$ cat src/rtl/cpu_pkg.sv
// Shared definitions for the lab CPU sequencer: opcodes, FSM encoding, widths.
package cpu_pkg;

  localparam int INSTR_W = 16;

  localparam logic [3:0] OP_LW   = 4'b0000;
  localparam logic [3:0] OP_SW   = 4'b0001;
  localparam logic [3:0] OP_BEQ  = 4'b1010;
  localparam logic [3:0] OP_BNE  = 4'b1011;
  localparam logic [3:0] OP_HALT = 4'b1111;

  typedef enum logic [2:0] {
    S_IDLE      = 3'd0,
    S_FETCH     = 3'd1,
    S_DECODE    = 3'd2,
    S_EXECUTE   = 3'd3,
    S_MEM       = 3'd4,
    S_WRITEBACK = 3'd5,
    S_HALT      = 3'd6
  } seq_state_t;

  // Opcodes 1100..1110 have no decoder meaning; they retire as NOPs.
  function automatic logic op_is_undef(input logic [3:0] op);
    return (op >= 4'b1100) && (op <= 4'b1110);
  endfunction

endpackage

$ cat src/rtl/pc_unit.sv
// Program counter register: sequential increment or PC-relative branch
// with a 9-bit signed offset, wrapping modulo 2^PC_W.
module pc_unit #(
  parameter int              PC_W     = 16,
  parameter logic [PC_W-1:0] RESET_PC = '0
) (
  input  logic            clk,
  input  logic            rst,
  input  logic            ld_i,
  input  logic            take_branch_i,
  input  logic [8:0]      offset_i,
  output logic [PC_W-1:0] pc_o
);

  logic [PC_W-1:0] pc_q, pc_d, off_ext;

  assign off_ext = PC_W'($signed(offset_i));

  // Next PC: pc+1, plus the sign-extended offset when the branch is taken.
  always_comb begin
    pc_d = pc_q + PC_W'(1);
    if (take_branch_i) pc_d = pc_d + off_ext;
  end

  // PC register, updated only when the sequencer retires an instruction.
  always_ff @(posedge clk or posedge rst) begin
    if (rst)       pc_q <= RESET_PC;
    else if (ld_i) pc_q <= pc_d;
  end

  assign pc_o = pc_q;

endmodule

$ cat src/rtl/cpu_sequencer.sv
// Multi-cycle control FSM for the 16-bit lab CPU: fetch, decode, execute,
// optional data-memory access, writeback. Owns ir, PC and retired count.
// Optional single-step input enabled by defining CPU_SEQUENCER_STEP_EN.
module cpu_sequencer
  import cpu_pkg::*;
#(
  parameter int              PC_W     = 16,
  parameter logic [PC_W-1:0] RESET_PC = 16'h0000,
  parameter int              CNT_W    = 16
) (
  input  logic               clk,
  input  logic               rst,
  input  logic               run,
`ifdef CPU_SEQUENCER_STEP_EN
  input  logic               step,
`endif
  output logic               imem_req,
  output logic [PC_W-1:0]    imem_addr,
  input  logic               imem_ack,
  input  logic [INSTR_W-1:0] imem_rdata,
  output logic [INSTR_W-1:0] ir,
  input  logic               reg_write_in,
  input  logic               mem_write_in,
  input  logic               branch_cond,
  output logic               rf_we,
  output logic               dmem_req,
  output logic               dmem_we,
  input  logic               dmem_ack,
  output logic [PC_W-1:0]    pc,
  output logic [CNT_W-1:0]   retired,
  output logic               halted,
  output logic [2:0]         state
);

  seq_state_t          state_q, state_d;
  logic [INSTR_W-1:0]  ir_q;
  logic [CNT_W-1:0]    retired_q;
  logic [3:0]          opcode;
  logic                pc_ld, take_branch, go;

  assign opcode      = ir_q[15:12];
  assign take_branch = ((opcode == OP_BEQ) || (opcode == OP_BNE)) && branch_cond;

`ifdef CPU_SEQUENCER_STEP_EN
  assign go = run | step;
`else
  assign go = run;
`endif

  // Next-state and per-state strobes; strobes exist only in MEM/WRITEBACK.
  always_comb begin
    state_d  = state_q;
    imem_req = 1'b0;
    dmem_req = 1'b0;
    dmem_we  = 1'b0;
    rf_we    = 1'b0;
    pc_ld    = 1'b0;
    halted   = 1'b0;
    case (state_q)
      S_IDLE:      if (go) state_d = S_FETCH;
      S_FETCH: begin
        imem_req = 1'b1;
        if (imem_ack) state_d = S_DECODE;
      end
      S_DECODE:    state_d = (opcode == OP_HALT) ? S_HALT : S_EXECUTE;
      S_EXECUTE:   state_d = ((opcode == OP_LW) || (opcode == OP_SW)) ? S_MEM : S_WRITEBACK;
      S_MEM: begin
        dmem_req = 1'b1;
        dmem_we  = mem_write_in;
        if (dmem_ack) state_d = S_WRITEBACK;
      end
      S_WRITEBACK: begin
        rf_we   = reg_write_in & ~op_is_undef(opcode);
        pc_ld   = 1'b1;
        // A single step arrives with run=0, so it lands back in IDLE here.
        state_d = run ? S_FETCH : S_IDLE;
      end
      S_HALT:      halted = 1'b1;
      default:     state_d = S_IDLE;
    endcase
  end

  // State register.
  always_ff @(posedge clk or posedge rst) begin
    if (rst) state_q <= S_IDLE;
    else     state_q <= state_d;
  end

  // Instruction register captures the fetched word only on a requested ack.
  always_ff @(posedge clk or posedge rst) begin
    if (rst)                                ir_q <= '0;
    else if (state_q == S_FETCH && imem_ack) ir_q <= imem_rdata;
  end

  // Retired count advances once per completed (non-HALT) instruction.
  always_ff @(posedge clk or posedge rst) begin
    if (rst)                          retired_q <= '0;
    else if (state_q == S_WRITEBACK) retired_q <= retired_q + CNT_W'(1);
  end

  pc_unit #(.PC_W(PC_W), .RESET_PC(RESET_PC)) u_pc (
    .clk           (clk),
    .rst           (rst),
    .ld_i          (pc_ld),
    .take_branch_i (take_branch),
    .offset_i      (ir_q[8:0]),
    .pc_o          (pc)
  );

  assign imem_addr = pc;
  assign ir        = ir_q;
  assign retired   = retired_q;
  assign state     = state_q;

endmodule

$ cat config.mk
export PLATFORM = sky130hd
export DESIGN_NAME = cpu_sequencer
export DESIGN_NICKNAME = d
export VERILOG_FILES = /design/src/rtl/cpu_pkg.sv /design/src/rtl/pc_unit.sv /design/src/rtl/cpu_sequencer.sv
export SDC_FILE = /design/constraint.sdc
export NUM_CORES = 1
export LEC_CHECK = 0
export CORE_MARGIN = 10
export CORE_UTILIZATION = 40
export CTS_BUF_LIST = sky130_fd_sc_hd__clkbuf_4
export CTS_CLUSTER_SIZE = 14
export DETAILED_ROUTE_END_ITERATION = 16
export GPL_TIMING_DRIVEN = 0
export PLACE_DENSITY = 0.71
export SYNTH_ARGS = -nofsm -noshare
export SYNTH_HDL_FRONTEND = slang
export SYNTH_SLANG_ARGS = --single-unit
$ cat constraint.sdc
create_clock -name clk -period 3.2 [get_ports clk]
set_clock_uncertainty 0.05 [all_clocks]
set_input_delay 0.64 -clock clk [delete_from_list [all_inputs] [get_ports clk]]
set_output_delay 0.64 -clock clk [all_outputs]
set_load 0.005 [all_outputs]
# Yosys cells after proc, flatten, opt, wreduce, memory -nomap -nowiden
# Index checks and enable logic that the tools add are counted.
[classes]
n_addsub = 3
n_lt_le_gt_ge = 2
eq_ne = 13
muxes = 14
bitwise_logic = 3
reduce_logical = 8
[ops]
columns = ["op", "count"]
rows = [
  ["$add 16x1->16 const B", 2],
  ["$pmux 3 s7", 1],
  ["$add 16x16->16", 1],
  ["$mux 16", 1],
  ["$eq 4x4->1 const B", 3],
  ["$mux 3", 4],
  ["$eq 3x3->1 const B", 3],
  ["$mux 1", 8],
  ["$eq 3x2->1 const B", 2],
  ["$ne 2x2->1 const B", 3],
  ["$eq 4x1->1 const B", 1],
  ["$ge 4x4->1 const B", 1],
  ["$le 4x4->1 const B", 1],
  ["$logic_not 4->1", 1],
  ["$reduce_and 4->1", 1],
  ["$eq 3x1->1 const B", 1],
  ["$logic_and 1x1->1", 3],
  ["$logic_not 3->1", 1],
  ["$logic_or 1x1->1", 2],
  ["$not 1->1", 2],
  ["$and 1x1->1", 1],
]
[totals]
ff_bits = 51
out_inout_bits = 72

# Depth between registers and ports, before layout
[logic_depth]
depth_word = 5
depth_mapped = 15
ltp_nobuf = 15

# By module
# Synthesis repeated with hierarchy kept, for this count alone.
[unflattened]
hier_cells = 391
hier_area_um2 = 3662.3
[by_module_without_submodules]
columns = ["module", "n_inst", "cells_each", "area_each_um2", "seq_area_each_um2"]
rows = [
  ["pc_unit", 1, 250, 1921.8, 400.4],
  ["cpu_sequencer", 1, 141, 1740.4, 875.8],
]

# Worst setup path before layout
# Ideal clock, no wire load.
[synth_timing]
path_kind = "flip-flop to flip-flop"
from = "register u_pc.pc_q[1], in the netlist u_pc.pc_o[1]"
to = "register u_pc.pc_q[15], in the netlist u_pc.pc_o[15]"
arrival_ns = 2.913
required_ns = 3.010
slack_ns = 0.096
stages_incl_launch_ff = 16
path_buffers = 0
path_cell_list = "dfrtp_1 > ha_1 > and3_1 > and3_2 > nand2_1 > or2_2 > nor2_2 > xor2_1 > ha_1 > a21oi_1 > o21ai_0 > a41oi_1 > a21o_1 > xor2_1 > o211ai_1 > o311ai_1"
[synth_between]
elab_chain_len = 3
[synth_lines]
columns = ["item", "line_no", "source"]
rows = [
  ["start: declaration", "pc_unit.sv:15", "logic [PC_W-1:0] pc_q, pc_d, off_ext;"],
  ["start signal: assignment", "pc_unit.sv:28", "else if (ld_i) pc_q <= pc_d;"],
  ["$add 16x1->16 (*)", "pc_unit.sv:21", "pc_d = pc_q + PC_W'(1);"],
  ["$add 16x16->16", "pc_unit.sv:22", "if (take_branch_i) pc_d = pc_d + off_ext;"],
  ["$mux 16 (*)", "pc_unit.sv:22", ""],
]
# Mark *: on every way between the ends. The rest lies on a longest branch, timed or not.
# A chain may end at the register's enable or synchronous reset.

# Worst setup path in the final report
[layout_timing]
from = "register u_pc.pc_q[0], in the netlist u_pc.pc_o[0]"
to = "register u_pc.pc_q[15], in the netlist u_pc.pc_o[15]"
# Same word-level chain as after synthesis.

==> results.py <==
metrics = {
    "status": {
        "status": "finished clean",
    },
    "power": {
        "vdd_ir_drop_max_mv": 0.5701,
        "p_leak_nw": 1.972,
        "powerDensity_mw_per_mm2": 976.1,
    },
    "worst_setup_path": {
        "worstPathRequired_ns": 3.42,
        "reg2reg_slack_ns": 0.0002,
        "crit_type": "reg -> reg",
        "r2r_cells": 15,
        "worst_setup_path_start_kind": "flip-flop",
        "cp-end-kind": "flip-flop",
        "r2r_start": "u_pc.pc_o[0]",
        "crit_fanout": 4,
        "arrival_ns": 3.42,
        "crit_path_end": "u_pc.pc_o[15]",
        "r2r-end": "u_pc.pc_o[15]",
        "critPathLaunch": "u_pc.pc_o[0]",
    },
    "clock_tree": {
        "cts.clk_slew.worst_paths_ns": 0.18,
        "hold_buffers": 0,
        "clock-root-buffer": "clkbuf_4",
        "htree_levels": 2,
        "cts_buffer_depth": 2,
        "cts.sinks": 51,
        "insertion_delay_ns": 0.39,
        "cts_tree": "built",
        "cts_buffers": 5,
    },
    "layout": {
        "diodes": 0,
        "nets": 520,
        "syn2layout_area_growth_pct": 38.72,
        "stdcell_count": 580,
        "final_common_cell": "clkdlybuf4s50_1",
        "layout_common_cells": "clkdlybuf4s50_1, dfrtp_1, nand2_1",
        "drive_gt1_share_pct": 16.84,
    },
    "logic_synthesis": {
        "syn-num-nets": 407,
        "synth_xor_area_share_pct": 10.29,
        "yosysWarnings": 0,
        "synth-edff-count": 0,
        "synthAdderAreaFrac_pct": 8.303,
        "muxShareOfSynthArea_pct": 5.584,
        "syn_inst": 361,
        "synth-main-ff-cell": "dfrtp_1",
        "syn_area_per_cell_um2": 9.434,
        "synthArstFlopShare_pct": 100.0,
        "synth-compound-area-share_pct": 14.99,
        "ys_seq_area_share_pct": 37.47,
        "synthSimpleGateAreaFrac_pct": 17.63,
        "synth_top_family_by_area": "simple AND/OR/NAND/NOR gates",
        "netlist_area_mm2": 0.003406,
        "ys_types": 52,
        "synth-seq-cells": 51,
    },
    "placement": {
        "place_congestion": 0.9216,
        "dpl.cell_count": 562,
        "hpwl_mm": 7.222,
        "place_worst_setup_slack_ns": -0.3982,
        "portBuffers": 95,
    },
    "timing": {
        "max_slew.worst_pin.slew_ns": 0.6042,
        "setup_tns_ns": 0,
        "max_freq_mhz": 312.5,
        "final-max-slew-violation-count": 0,
        "min_period_ns": 3.200,
        "fin_crit_sh_pct": 99.99,
        "finalSetupViolCount": 0,
        "hold_violations": 0,
        "setup_ws_ns": 0.0001861,
        "slew_headroom_pct": 59.72,
        "rsz0062_at_grt": "yes",
    },
    "route": {
        "routed_wl_mm": 9.563,
        "dr.pass1.iters": 6,
        "avgRoutedWirePerCell_um": 16.49,
        "first_iter_violations": 129,
        "drc_errors": 0,
        "antenna_left": 0,
        "routed_via_density": 5.233,
        "vias": 3035,
    },
    "global_routing": {
        "gr-total-overflow": 0,
        "grt_use_total_pct": 14.72,
        "grt_max_degree": 31,
        "grt_pass1_vias": 3087,
        "antenna_found_initial": 0,
        "grt_first_pass_wirelength_mm": 15.64,
    },
    "floorplan": {
        "ioPinCount": 96,
        "die_y_um": 112.3,
        "start_util_pct": 41.24,
        "die_area_mm2": 0.01261,
        "core_mm2": 0.008258,
        "num_rows": 33,
        "die_x_um": 112.3,
    },
    "run": {
        "max_cap_viol_count": 0,
    },
    "worst_hold_path": {
        "hp-class": "reg -> reg",
    },
}
## layout make-up
type                            count  area [um^2]
Sequential cell                    51         1281
Clock buffer                        5        37.54
Timing Repair Buffer              106         1046
Buffer                             27        173.9
Tap cell                          105        131.4
Multi-Input combinational cell    276         2002
Inverter                            7        26.28
Clock inverter                      3        26.28
Fill cell                         756         3533
## synthesized netlist by cell type, types with 2 or more instances
cell type,n,area [um^2]
a21o_1,9,67.56
a22oi_1,2,15.01
a221o_1,3,30.03
and4_1,3,26.28
and3_1,8,50.05
nor2_1,27,101.4
xnor2_1,31,271.5
o211ai_1,4,30.03
and2_1,3,18.77
xor2_1,9,78.83
nand3b_1,2,15.01
inv_1,7,26.28
a211oi_1,2,15.01
mux2_2,16,180.2
clkbuf_1,7,26.28
nand2_1,33,123.9
o22ai_1,3,18.77
ha_1,21,262.8
a41oi_1,2,17.52
nor3_1,6,30.03
dfrtp_1,51,1276
o21ai_0,15,75.07
buf_2,3,15.01
o21ai_1,2,10.01
or2_2,2,12.51
or3_4,2,22.52
buf_4,17,127.6
a31oi_1,5,31.28
or3_1,2,12.51
a21oi_1,26,130.1
nand3_1,16,80.08
o2111ai_1,2,17.52
## worst min path at each step
| stage | start | end | slack [ns] | cells after the start |
|---|---|---|---|---|
| finish | retired[15] | retired[15] | 0.44 | 1 |
| global route | retired[15] | retired[15] | 0.45 | 1 |
| CTS | retired[15] | retired[15] | 0.45 | 1 |
| detailed placement | retired[15] | retired[15] | 0.43 | 1 |
| global placement | retired[15] | retired[15] | 0.41 | 1 |
| floorplan | retired[15] | retired[15] | 0.42 | 1 |
## critical path, cell delays in order, from the launching register on
cell and delay (ns):
dfrtp_2 0.44, ha_4 0.16, and3_1 0.19, and3_4 0.23
nand2_4 0.08, or2_4 0.28, nor2_4 0.13, xor2_1 0.16
ha_1 0.28, a21oi_1 0.16, o21ai_1 0.11, a41oi_1 0.21
a21o_1 0.17, xor2_1 0.10, o211ai_1 0.20, o311ai_1 0.12
## cell families after synthesis
| kind of cell | Yosys count |
|---|---|
| AND/OR/NAND/NOR | 116 |
| buffers and inverters | 34 |
| multiplexers | 17 |
| AO/OA/AOI/OAI | 81 |
| XOR/XNOR | 40 |
| flip-flops | 51 |
| adder cells (fa/ha/maj) | 22 |
## power by group
| part | switching [W] | internal, W |
|---|---|---|
| clock network | 0.000250 | 0.0000936 |
| registers | 0.000322 | 0.000866 |
| logic | 0.00139 | 0.00169 |
## repair_timing
| action | in CTS | in global routing |
|---|---|---|
| resized for setup | 11 | 12 |
| setup endpoints to repair | 5 | 7 |
| pin swaps | 0 | 6 |
| setup buffers | 3 | 7 |
## stage by stage
stage                     total power [W]  util, %  area [um^2]  hold slack, ns
after floorplan                  0.002969        -         3406          0.4182
after global placement           0.004012    54.35         4488          0.4103
after detailed placement         0.004078    54.59         4508          0.4269
after CTS                        0.004516    55.97         4622          0.4472
after global routing             0.005025    57.21         4725          0.4515
final                            0.004611    57.21         4725          0.4379
## metal layers
metal  wire, um  global-route usage, %  vias up
met5          0                      0        -
met4         99                  3.976        0
met3        700                  4.846        8
met2       4800                  25.61       91
met1       3963                  16.87     1432
li1           -                      -     1504
## state kept, by name, summed over array words and instances, names as in the netlist
| signal | flops |
|---|---|
| u_pc.pc_o | 16 |
| retired | 16 |
| state | 3 |
| ir | 16 |
Note: power is estimated with default switching activity, not from simulation.
